**src/rtl/lut_config_loader.sv**
```systemverilog
`default_nettype none
// ============================================================================
// Module   : lut_config_loader
// Purpose  : Serial-to-parallel configuration loader for a split LUT. It
//            shifts in CFG_BITS bits MSB-first, commits the full frame to a
//            holding register and pulses cen for one cycle.
// Revision : 1.0 - initial release
// ============================================================================
module lut_config_loader #(
  parameter int INPUTS   = 4,
  parameter int MEM_SIZE = 2**INPUTS
) (
  input  logic                  cclk,
  input  logic                  rst_n,
  input  logic                  start,
  input  logic                  bit_in,
  input  logic                  bit_valid,
  output logic                  bit_ready,
  output logic [2*MEM_SIZE-1:0] config_out,
  output logic                  cen,
  output logic                  busy,
  output logic                  done
);

  localparam int CFG_BITS = 2*MEM_SIZE;
  localparam int c_cnt_w  = $clog2(CFG_BITS+1);
  localparam logic [c_cnt_w-1:0] c_last = c_cnt_w'(CFG_BITS-1);

  // Each LUT half must hold one bit per input combination.
  generate
    if (MEM_SIZE < (1 << INPUTS)) begin : g_size_check
      $error("MEM_SIZE too small for INPUTS");
    end
  endgenerate

  typedef enum logic [1:0] {
    IDLE   = 2'd0,
    SHIFT  = 2'd1,
    COMMIT = 2'd2
  } state_t;

  state_t                r_state,  w_next_state;
  logic [c_cnt_w-1:0]    r_count,  w_next_count;
  logic [CFG_BITS-1:0]   r_shadow, w_next_shadow;
  logic [CFG_BITS-1:0]   r_config, w_next_config;
  logic                  r_done,   w_next_done;
  logic [CFG_BITS-1:0]   w_shifted;

  assign w_shifted = {r_shadow[CFG_BITS-2:0], bit_in};

  // State and datapath registers; reset clears everything, including the
  // committed configuration.
  always_ff @(posedge cclk or negedge rst_n) begin
    if (!rst_n) begin
      r_state  <= IDLE;
      r_count  <= '0;
      r_shadow <= '0;
      r_config <= '0;
      r_done   <= 1'b0;
    end else begin
      r_state  <= w_next_state;
      r_count  <= w_next_count;
      r_shadow <= w_next_shadow;
      r_config <= w_next_config;
      r_done   <= w_next_done;
    end
  end

  // Next-state logic: start always wins over a bit transfer, and the holding
  // register is only written when the final bit of a frame is accepted.
  always_comb begin
    w_next_state  = r_state;
    w_next_count  = r_count;
    w_next_shadow = r_shadow;
    w_next_config = r_config;
    w_next_done   = r_done;
    case (r_state)
      IDLE: begin
        if (start) begin
          w_next_state = SHIFT;
          w_next_count = '0;
          w_next_done  = 1'b0;
        end
      end
      SHIFT: begin
        if (start) begin
          w_next_count  = '0;
          w_next_shadow = '0;
          w_next_done   = 1'b0;
        end else if (bit_valid) begin
          w_next_shadow = w_shifted;
          w_next_count  = r_count + c_cnt_w'(1);
          if (r_count == c_last) begin
            w_next_config = w_shifted;
            w_next_state  = COMMIT;
          end
        end
      end
      COMMIT: begin
        if (start) begin
          w_next_state = SHIFT;
          w_next_count = '0;
          w_next_done  = 1'b0;
        end else begin
          w_next_state = IDLE;
          w_next_done  = 1'b1;
        end
      end
      default: begin
        w_next_state = IDLE;
      end
    endcase
  end

  assign bit_ready  = (r_state == SHIFT);
  assign busy       = (r_state != IDLE);
  assign cen        = (r_state == COMMIT);
  assign done       = r_done;
  assign config_out = r_config;

endmodule
`default_nettype wire

```
**config.mk**
```make
export PLATFORM = sky130hd
export DESIGN_NAME = lut_config_loader
export DESIGN_NICKNAME = d
export VERILOG_FILES = /design/src/rtl/lut_config_loader.sv
export SDC_FILE = /design/constraint.sdc
export NUM_CORES = 1
export LEC_CHECK = 0
export CAP_MARGIN = 20
export CORE_ASPECT_RATIO = 1.25
export CORE_UTILIZATION = 45
export CTS_CLUSTER_DIAMETER = 150
export DETAILED_ROUTE_END_ITERATION = 10
export DONT_BUFFER_PORTS = 1
export GPL_ROUTABILITY_DRIVEN = 0
export PLACE_DENSITY = 0.67
export SLEW_MARGIN = 20
export SYNTH_ARGS = -nofsm -noshare
export SYNTH_HDL_FRONTEND = slang
export SYNTH_SLANG_ARGS = --single-unit
```
**constraint.sdc**
```tcl
create_clock -name cclk -period 4.5 [get_ports cclk]
set_input_delay 1.125 -clock cclk [delete_from_list [all_inputs] [get_ports cclk]]
set_output_delay 1.125 -clock cclk [all_outputs]
set_load 0.05 [all_outputs]
```
# [After elaboration in Yosys (flattened, before gate mapping)]
# Index checks and enable logic that the tools add are counted.
[word_totals] reg_bits=72 output_inout_bits=36 in_bits=5
[op_classes] eq_ne=10 bitwise=1 muxes=15 n_addsub=1 reduce_logical=12
[op_table] op="two-way mux 31 bit" n=2
[op_table] op="two-way mux 6 bit" n=3
[op_table] op="case mux 6 bit (2 select lines)" n=1
[op_table] op="two-way mux 2 bit" n=4
[op_table] op="AND reduction 4 bit" n=2
[op_table] op="nonzero test 2 bit" n=4
[op_table] op="adder 6 x 1 -> 6 bit, second input constant" n=1
[op_table] op="== test 6 x 5 -> 1 bit, second input constant" n=1
[op_table] op="inequality test 2 x 1 -> 1 bit, second input constant" n=3
[op_table] op="inequality test 2 bit, second input constant" n=3
[op_table] op="case mux 2 bit (3 select lines)" n=1
[op_table] op="AND reduction 2 bit" n=2
[op_table] op="OR reduction 2 bit" n=2
[op_table] op="two-way mux 1 bit" n=3
[op_table] op="inequality test 3 bit, second input constant" n=1
[op_table] op="AND reduction 3 bit" n=1
[op_table] op="== test 2 x 1 -> 1 bit, second input constant" n=1
[op_table] op="== test 2 bit, second input constant" n=1
[op_table] op="logical NOT 2 bit" n=1
[op_table] op="case mux 1 bit (2 select lines)" n=1
[op_table] op="NOT 1 bit" n=1

# [Logic depth before layout (Yosys ltp)]
# Gate-level depths: netlist (run 1).
[logic_depth] ltp_word=5 mapped_depth=5 mapped_depth_nobuf=4

# [Worst setup path after synthesis (run 1)]
# OpenSTA, ideal clock, no wires.
[synth_path] path_type="register -> output" startpoint="reg r_state[1]" endpoint="out cen" arrival_ns=1.380 slack_ns=1.995 required_time_ns=3.375 n_path_buf=1 stages_incl_launch_ff=3 path_cell_list="dfrtp_1 clkbuf_1 nor2b_1"
[synth_via] elab_chain_len=1
[synth_rtl] element="start: declaration" line_no="42" source="state_t r_state, w_next_state;"
[synth_rtl] element="start signal: assignment" line_no="61" source="r_state <= w_next_state;"
[synth_rtl] element="== test 2 bit" line_no="117" source="assign cen = (r_state == COMMIT);"
[synth_rtl] element="end: declaration" line_no="20" source="output logic cen,"
# Every way passes these cells.

# [Worst setup path after layout (run 1)]
[layout_path] startpoint="reg r_state[1]" endpoint="out bit_ready"
[layout_via] elab_chain_len=1
[layout_rtl] element="== test 2 x 1 -> 1 bit" line_no="115" source="assign bit_ready = (r_state == SHIFT);"
[layout_rtl] element="end: declaration" line_no="18" source="output logic bit_ready,"
# Every way passes these cells.

==> results.json, run 1 <==
{
  "syn_avg_cell_area_um2": 11.58,
  "netlist_instances": 261,
  "timing.rr.start": "r_state[0]$_DFFE_PN0P_",
  "fin_util_pct": 49.88,
  "fp.dieH_um": 93.64,
  "path_clk_slew_ps": 70,
  "clockRootBuffer": "clkbuf_8",
  "yosysSeqAreaShare_pct": 59.60,
  "reg2reg_depth": 4,
  "start_util_pct": 46.34,
  "nFillCells": 593,
  "setup_ws_ps": 1595,
  "leakage_nw": 1.618,
  "power_density_mw_per_mm2": 358.4,
  "cts.htree.levels": 3,
  "drc_errors": 0,
  "dr_total_vias": 1968,
  "arrival_ps": 1780,
  "portBuffers": 0,
  "insertion_delay_ps": 330,
  "stdcell_area_mm2": 0.003254,
  "pre_cts_ws_ps": 1895,
  "antenna_found_initial": 0,
  "die_x_um": 75.31,
  "wl_met2_um": 2691,
  "power_mw": 1.166,
  "placed_area_mm2": 0.003059,
  "routed_via_density": 5.688,
  "required_ps": 3380,
  "relSlewSlack_pct": 33.31,
  "ant_nets": 0,
  "crit_type": "flip-flop to primary output",
  "setup_viol": 0,
  "wl_met3_um": 429,
  "layout_common_cells": "dfrtp_1 (72), nand2_1 (39), o21ai_0 (32)",
  "drt-met1-wl_um": 2535,
  "drive_gt1_share_pct": 21.62,
  "cts_resized": 0,
  "worst_clock_skew_ps": 7.382,
  "track_usage_pct": 17.93,
  "cts.sinks": 72,
  "timing.rr.end": "config_out[3]$_DFFE_PN0P_",
  "yosysUniqueCellTypes": 29,
  "ys_ff_latch": 72,
  "start_kind": "flip-flop",
  "dp_hpwl_um": 3294,
  "cts_hold_buf": 0,
  "reg2reg_slack_ps": 2430,
  "status": "finished clean",
  "cts_buffers": 9,
  "seq_area_mm2": 0.001802,
  "rsz0062_at_grt": "no",
  "hold_path.class": "primary input to asynchronous set/reset pin",
  "fin_crit_sh_pct": 64.56,
  "max_freq_mhz": 344.2,
  "grt_pass1_wl_um": 9522,
  "nets": 261,
  "max_cap_viol_count": 0,
  "synth_warnings": 0,
  "min_period_ps": 2905,
  "firstDrtPassIters": 4,
  "routed_wire_length_per_instance_um": 16.54,
  "grt_pass1_vias": 1912,
  "multi_input_area_mm2": 0.001104,
  "slew_violations": 0,
  "ioPinCount": 41,
  "cts_tree": "yes",
  "synth_fp_nets": 267,
  "synth_area_mm2": 0.003023,
  "grt_max_degree": 73,
  "grt-ovfl-total": 0,
  "finalSetupTns_ps": 0,
  "cts_buffer_depth": 2,
  "final_common_cell": "dfrtp_1",
  "timing.final.hold_violations": 0,
  "initialDrtViolationCount": 220,
  "worst_slew_pin_slew_ps": 999.3,
  "coreArea_mm2": 0.006524,
  "path_max_fanout": 33,
  "routed_wl_um": 5723,
  "routed.top_layer": "met4",
  "crit_path_end_kind": "primary output",
  "area_delta_synth_final_pct": 7.657,
  "postCtsSetupBuffers": 0,
  "rows": 33,
  "vdd_drop_max_mv": 0.1802,
  "num_antenna_cells": 0,
  "die-area_mm2": 0.007051
}
-- cells in the mapped netlist, drive strengths merged --
| cell type | number | area share (%) |
|---|---|---|
| dfrtp | 72 | 60 |
| nand2 | 39 | 4.8 |
| mux2 | 32 | 12 |
| o21ai | 32 | 5.3 |
| nand4 | 31 | 6.4 |
| clkbuf | 14 | 1.7 |
| buf | 7 | 1.7 |
| inv | 4 | 0.50 |
| a32o | 3 | 0.99 |
| nand2b | 3 | 0.62 |
| or2 | 3 | 0.62 |
| a2111oi | 2 | 0.58 |
| a22o | 2 | 0.58 |
| mux2i | 2 | 0.66 |
| nand3 | 2 | 0.33 |
| nor2 | 2 | 0.25 |
| o31ai | 2 | 0.50 |
| a21bo | 1 | 0.33 |
| a21oi | 1 | 0.17 |
| ha | 1 | 0.41 |
| nor2b | 1 | 0.21 |
| nor3 | 1 | 0.17 |
| nor4 | 1 | 0.70 |
| o21a | 1 | 0.25 |
| o41ai | 1 | 0.29 |
| or3b | 1 | 0.37 |
-- sequential cells by signal, indices dropped and copies added (netlist names) --
register / count
r_state: 2
config_out: 32
r_shadow: 31
r_count: 6
done: 1
-- metrics by stage --
stage / hold slack (ps) / instances
6_report: 477.9 / 346
5_1_grt: 450.1 / 346
4_1_cts: 455.6 / 346
3_5_place_dp: 501.1 / 331
3_3_place_gp: 480.9 / 331
2_1_floorplan: 461.6 / 261
-- routing by layer --
metal	global-route usage, %	up-vias
li1	-	921
met1	24.38	990
met2	25.15	52
met3	7.112	5
met4	7.716	0
met5	0	-
-- cell families after synthesis --
group / count (synthesis) / share of synthesized area, %
AO/OA/AOI/OAI: 45 / 8.982
adder cells (fa/ha/maj): 1 / 0.4138
buffers and inverters: 25 / 3.890
flip-flops: 72 / 59.60
multiplexers: 34 / 12.58
AND/OR/NAND/NOR: 84 / 14.53
-- area by class of cell --
| cell class | count | area share, % |
|---|---|---|
| inverters | 4 | 0.4614 |
| multi-input cells | 164 | 33.91 |
| repair buffers | 4 | 0.9227 |
| well taps | 87 | 3.345 |
| clock inverters | 5 | 1.769 |
| clock buffers | 10 | 4.229 |
| flip-flops and latches | 72 | 55.36 |
-- power breakdown --
group | internal (mW) | switching, mW
sequential | 0.649 | 0.00271
combinational | 0.00609 | 0.0128
clock | 0.267 | 0.229
-- worst max-delay path, cell delays in order, from the launching register on --
cell and delay, ps:
dfrtp_1 510, nand2b_1 200, buf_4 240, inv_1 80
buf_4 400
-- how the worst max path moves through the flow --
stage	startpoint	to	slack (ps)	cells past startpoint
6_report	r_state[1]$_DFFE_PN0P_	bit_ready	1590	4
2_1_floorplan	r_state[1]$_DFFE_PN0P_	cen	1990	2
4_1_cts	r_state[1]$_DFFE_PN0P_	bit_ready	1590	4
5_1_grt	r_state[1]$_DFFE_PN0P_	bit_ready	1490	4
3_5_place_dp	start	config_out[16]$_DFFE_PN0P_	1890	4
3_3_place_gp	start	config_out[15]$_DFFE_PN0P_	1920	4
(Power assumes the default switching activity.)
==> run 2, diff against run 1 <==
--- a/config.mk
+++ b/config.mk
@@ -5,6 +5,7 @@
 export SDC_FILE = /design/constraint.sdc
 export NUM_CORES = 1
 export LEC_CHECK = 0
+export ABC_AREA = 1
 export CAP_MARGIN = 20
 export CORE_ASPECT_RATIO = 1.25
 export CORE_UTILIZATION = 45
==> constraint.sdc (replaced) <==
create_clock -name cclk -period 2.91 [get_ports cclk]
set_input_delay 0.7275 -clock cclk [delete_from_list [all_inputs] [get_ports cclk]]
set_output_delay 0.7275 -clock cclk [all_outputs]
set_load 0.05 [all_outputs]
==> results.json, run 2 <==
{
  "status": "finished clean",
  "path_max_fanout": 26,
  "p_int_mw": 1.428,
  "worst_clock_skew_ps": 8.151,
  "drive_gt1_share_pct": 8.960,
  "p_seq_share_pct": 55.5,
  "grt_max_degree": 73,
  "dr_total_vias": 2243,
  "slew_violations": 0,
  "die-area_mm2": 0.007106,
  "largest_reg_flops": 32,
  "routed_via_density": 5.180,
  "nets": 348,
  "area_delta_synth_final_pct": 6.817,
  "setup_viol": 0,
  "clockRootBuffer": "clkbuf_8",
  "yosys-top-cells-area": "dfrtp_1 (59%), nand2_1 (15%), nand3_1 (9.7%), o21ai_0 (4.4%), nor2_1 (1.6%)",
  "grt-ovfl-total": 0,
  "cp_top_family": "buffers and inverters",
  "fin_util_pct": 49.57,
  "rsz0062_at_grt": "no",
  "firstDrtPassIters": 4,
  "yosysUniqueCellTypes": 20,
  "netlist_instances": 346,
  "required_ps": 2180,
  "crit_path_end_kind": "primary output",
  "cts_buffers": 9,
  "p_sw_mw": 0.4321,
  "path_clk_slew_ps": 80,
  "clockPowerShare_pct": 41.0,
  "synth_warnings": 0,
  "synth_area_mm2": 0.003047,
  "die_x_um": 75.60,
  "crit_type": "flip-flop to primary output",
  "vdd_drop_max_mv": 0.2076,
  "max_freq_mhz": 437.2,
  "multi_input_area_mm2": 0.001054,
  "hold_path.class": "primary input to asynchronous set/reset pin",
  "rows": 33,
  "cts.sinks": 72,
  "coreArea_mm2": 0.006565,
  "num_antenna_cells": 0,
  "cts.htree.levels": 3,
  "p_sw_share_pct": 23.23,
  "power_density_mw_per_mm2": 571.5,
  "insertion_delay_ps": 340,
  "synth_top_area_share_pct": 59.14,
  "final_common_cell": "nand2_1",
  "max_cap_viol_count": 0,
  "finalSetupTns_ps": 0,
  "yosysSeqAreaShare_pct": 59.14,
  "synth_fp_nets": 352,
  "cts_buffer_depth": 2,
  "async_flop_share_pct": 100.0,
  "relSlewSlack_pct": 66.58,
  "power_mw": 1.860,
  "nFillCells": 625,
  "cp_num_buf_inv": 1,
  "cts_resized": 0,
  "ant_nets": 0,
  "arrival_ps": 1560,
  "track_usage_pct": 19.10,
  "cts_hold_buf": 0,
  "dp_hpwl_um": 3522,
  "slowest_delay_ps": 460,
  "routed_wire_length_per_instance_um": 13.72,
  "synth_common_cells": "nand2_1 (120), dfrtp_1 (72), nand3_1 (59)",
  "cts_tree": "yes",
  "grt_pass1_vias": 2220,
  "min_period_ps": 2287,
  "layout_common_cells": "nand2_1 (120), dfrtp_1 (72), nand3_1 (59)",
  "portBuffers": 0,
  "start_util_pct": 46.41,
  "grt_pass1_wl_um": 10070,
  "seq_area_mm2": 0.001802,
  "synth_enable_flop_cells": 0,
  "drc_errors": 0,
  "fin_crit_sh_pct": 78.60,
  "ys_ff_latch": 72,
  "ioPinCount": 41,
  "postCtsSetupBuffers": 0,
  "antenna_found_initial": 0,
  "routed_wl_um": 5942,
  "initialDrtViolationCount": 208,
  "synth_area_leader_cell": "dfrtp_1",
  "synthFlopType": "dfrtp_1",
  "worst_slew_pin_slew_ps": 501.2,
  "cp_slowest_cell": "inv_1",
  "leakage_nw": 1.791,
  "p_comb_share_pct": 3.5,
  "synth.most_common_cell": "nand2_1",
  "crit_chain": "nand2_2, inv_1",
  "timing.final.hold_violations": 0,
  "fp.dieH_um": 94.00,
  "syn_avg_cell_area_um2": 8.805,
  "start_kind": "flip-flop"
}
==> run 2: metrics by stage <==
step | worst slack (ps) | hold WS [ps] | std cells | area, um2
after CTS | 604.8 | 52.88 | 433 | 3254
final | 622.7 | 73.98 | 433 | 3254
after floorplan | 1074 | 431.9 | 346 | 3047
after global placement | 1008 | 434.2 | 418 | 3068
after global routing | 484.5 | 51.54 | 433 | 3254
after detailed placement | 973.8 | 434.1 | 418 | 3068
==> run 2: cell type report <==
| class | instances | share of cell area [%] |
|---|---|---|
| Clock buffer | 10 | 3.922 |
| Clock inverter | 5 | 1.807 |
| Inverter | 17 | 2.038 |
| Multi-Input combinational cell | 237 | 32.37 |
| Sequential cell | 72 | 55.36 |
| Tap cell | 87 | 3.345 |
| Timing Repair Buffer | 5 | 1.153 |
==> run 2: worst paths after layout <==
check	start	to	slack, ps	cells past startpoint
max in group asynchronous	rst_n	r_shadow[18]$_DFFE_PN0P_	2690	0
worst min register to register	r_count[1]$_DFFE_PN0P_	r_count[1]$_DFFE_PN0P_	510	2
worst max register to register	r_state[0]$_DFFE_PN0P_	config_out[18]$_DFFE_PN0P_	980	7
worst min-delay path	rst_n	r_count[3]$_DFFE_PN0P_	70	0
min in group cclk	r_count[1]$_DFFE_PN0P_	r_count[1]$_DFFE_PN0P_	510	2
worst max-delay path	r_state[0]$_DFFE_PN0P_	bit_ready	620	2
==> run 2: layer usage <==
metal	GRT usage (%)	wire [um]	up-vias
li1	-	-	1099
met1	23.03	2558	1094
met2	31.03	3026	40
met3	5.150	232	10
met4	9.259	124	0
met5	0	0	-
==> run 2: cell families after synthesis <==
kind of cell / share of synthesized area [%]
simple gates: 28.01
flops: 59.14
compound gates: 6.160
buf+inv: 6.283
fa+ha+maj: 0.4106
==> run 2: power by group through the flow <==
stage	registers, mW	clock network [mW]	logic, mW
floorplan	1.05	0	0.0579
finish	1.03	0.763	0.0654
detailed placement	1.05	0	0.0656
global placement	1.05	0	0.0646
global route	1.03	0.817	0.0756
CTS	1.03	0.787	0.0657
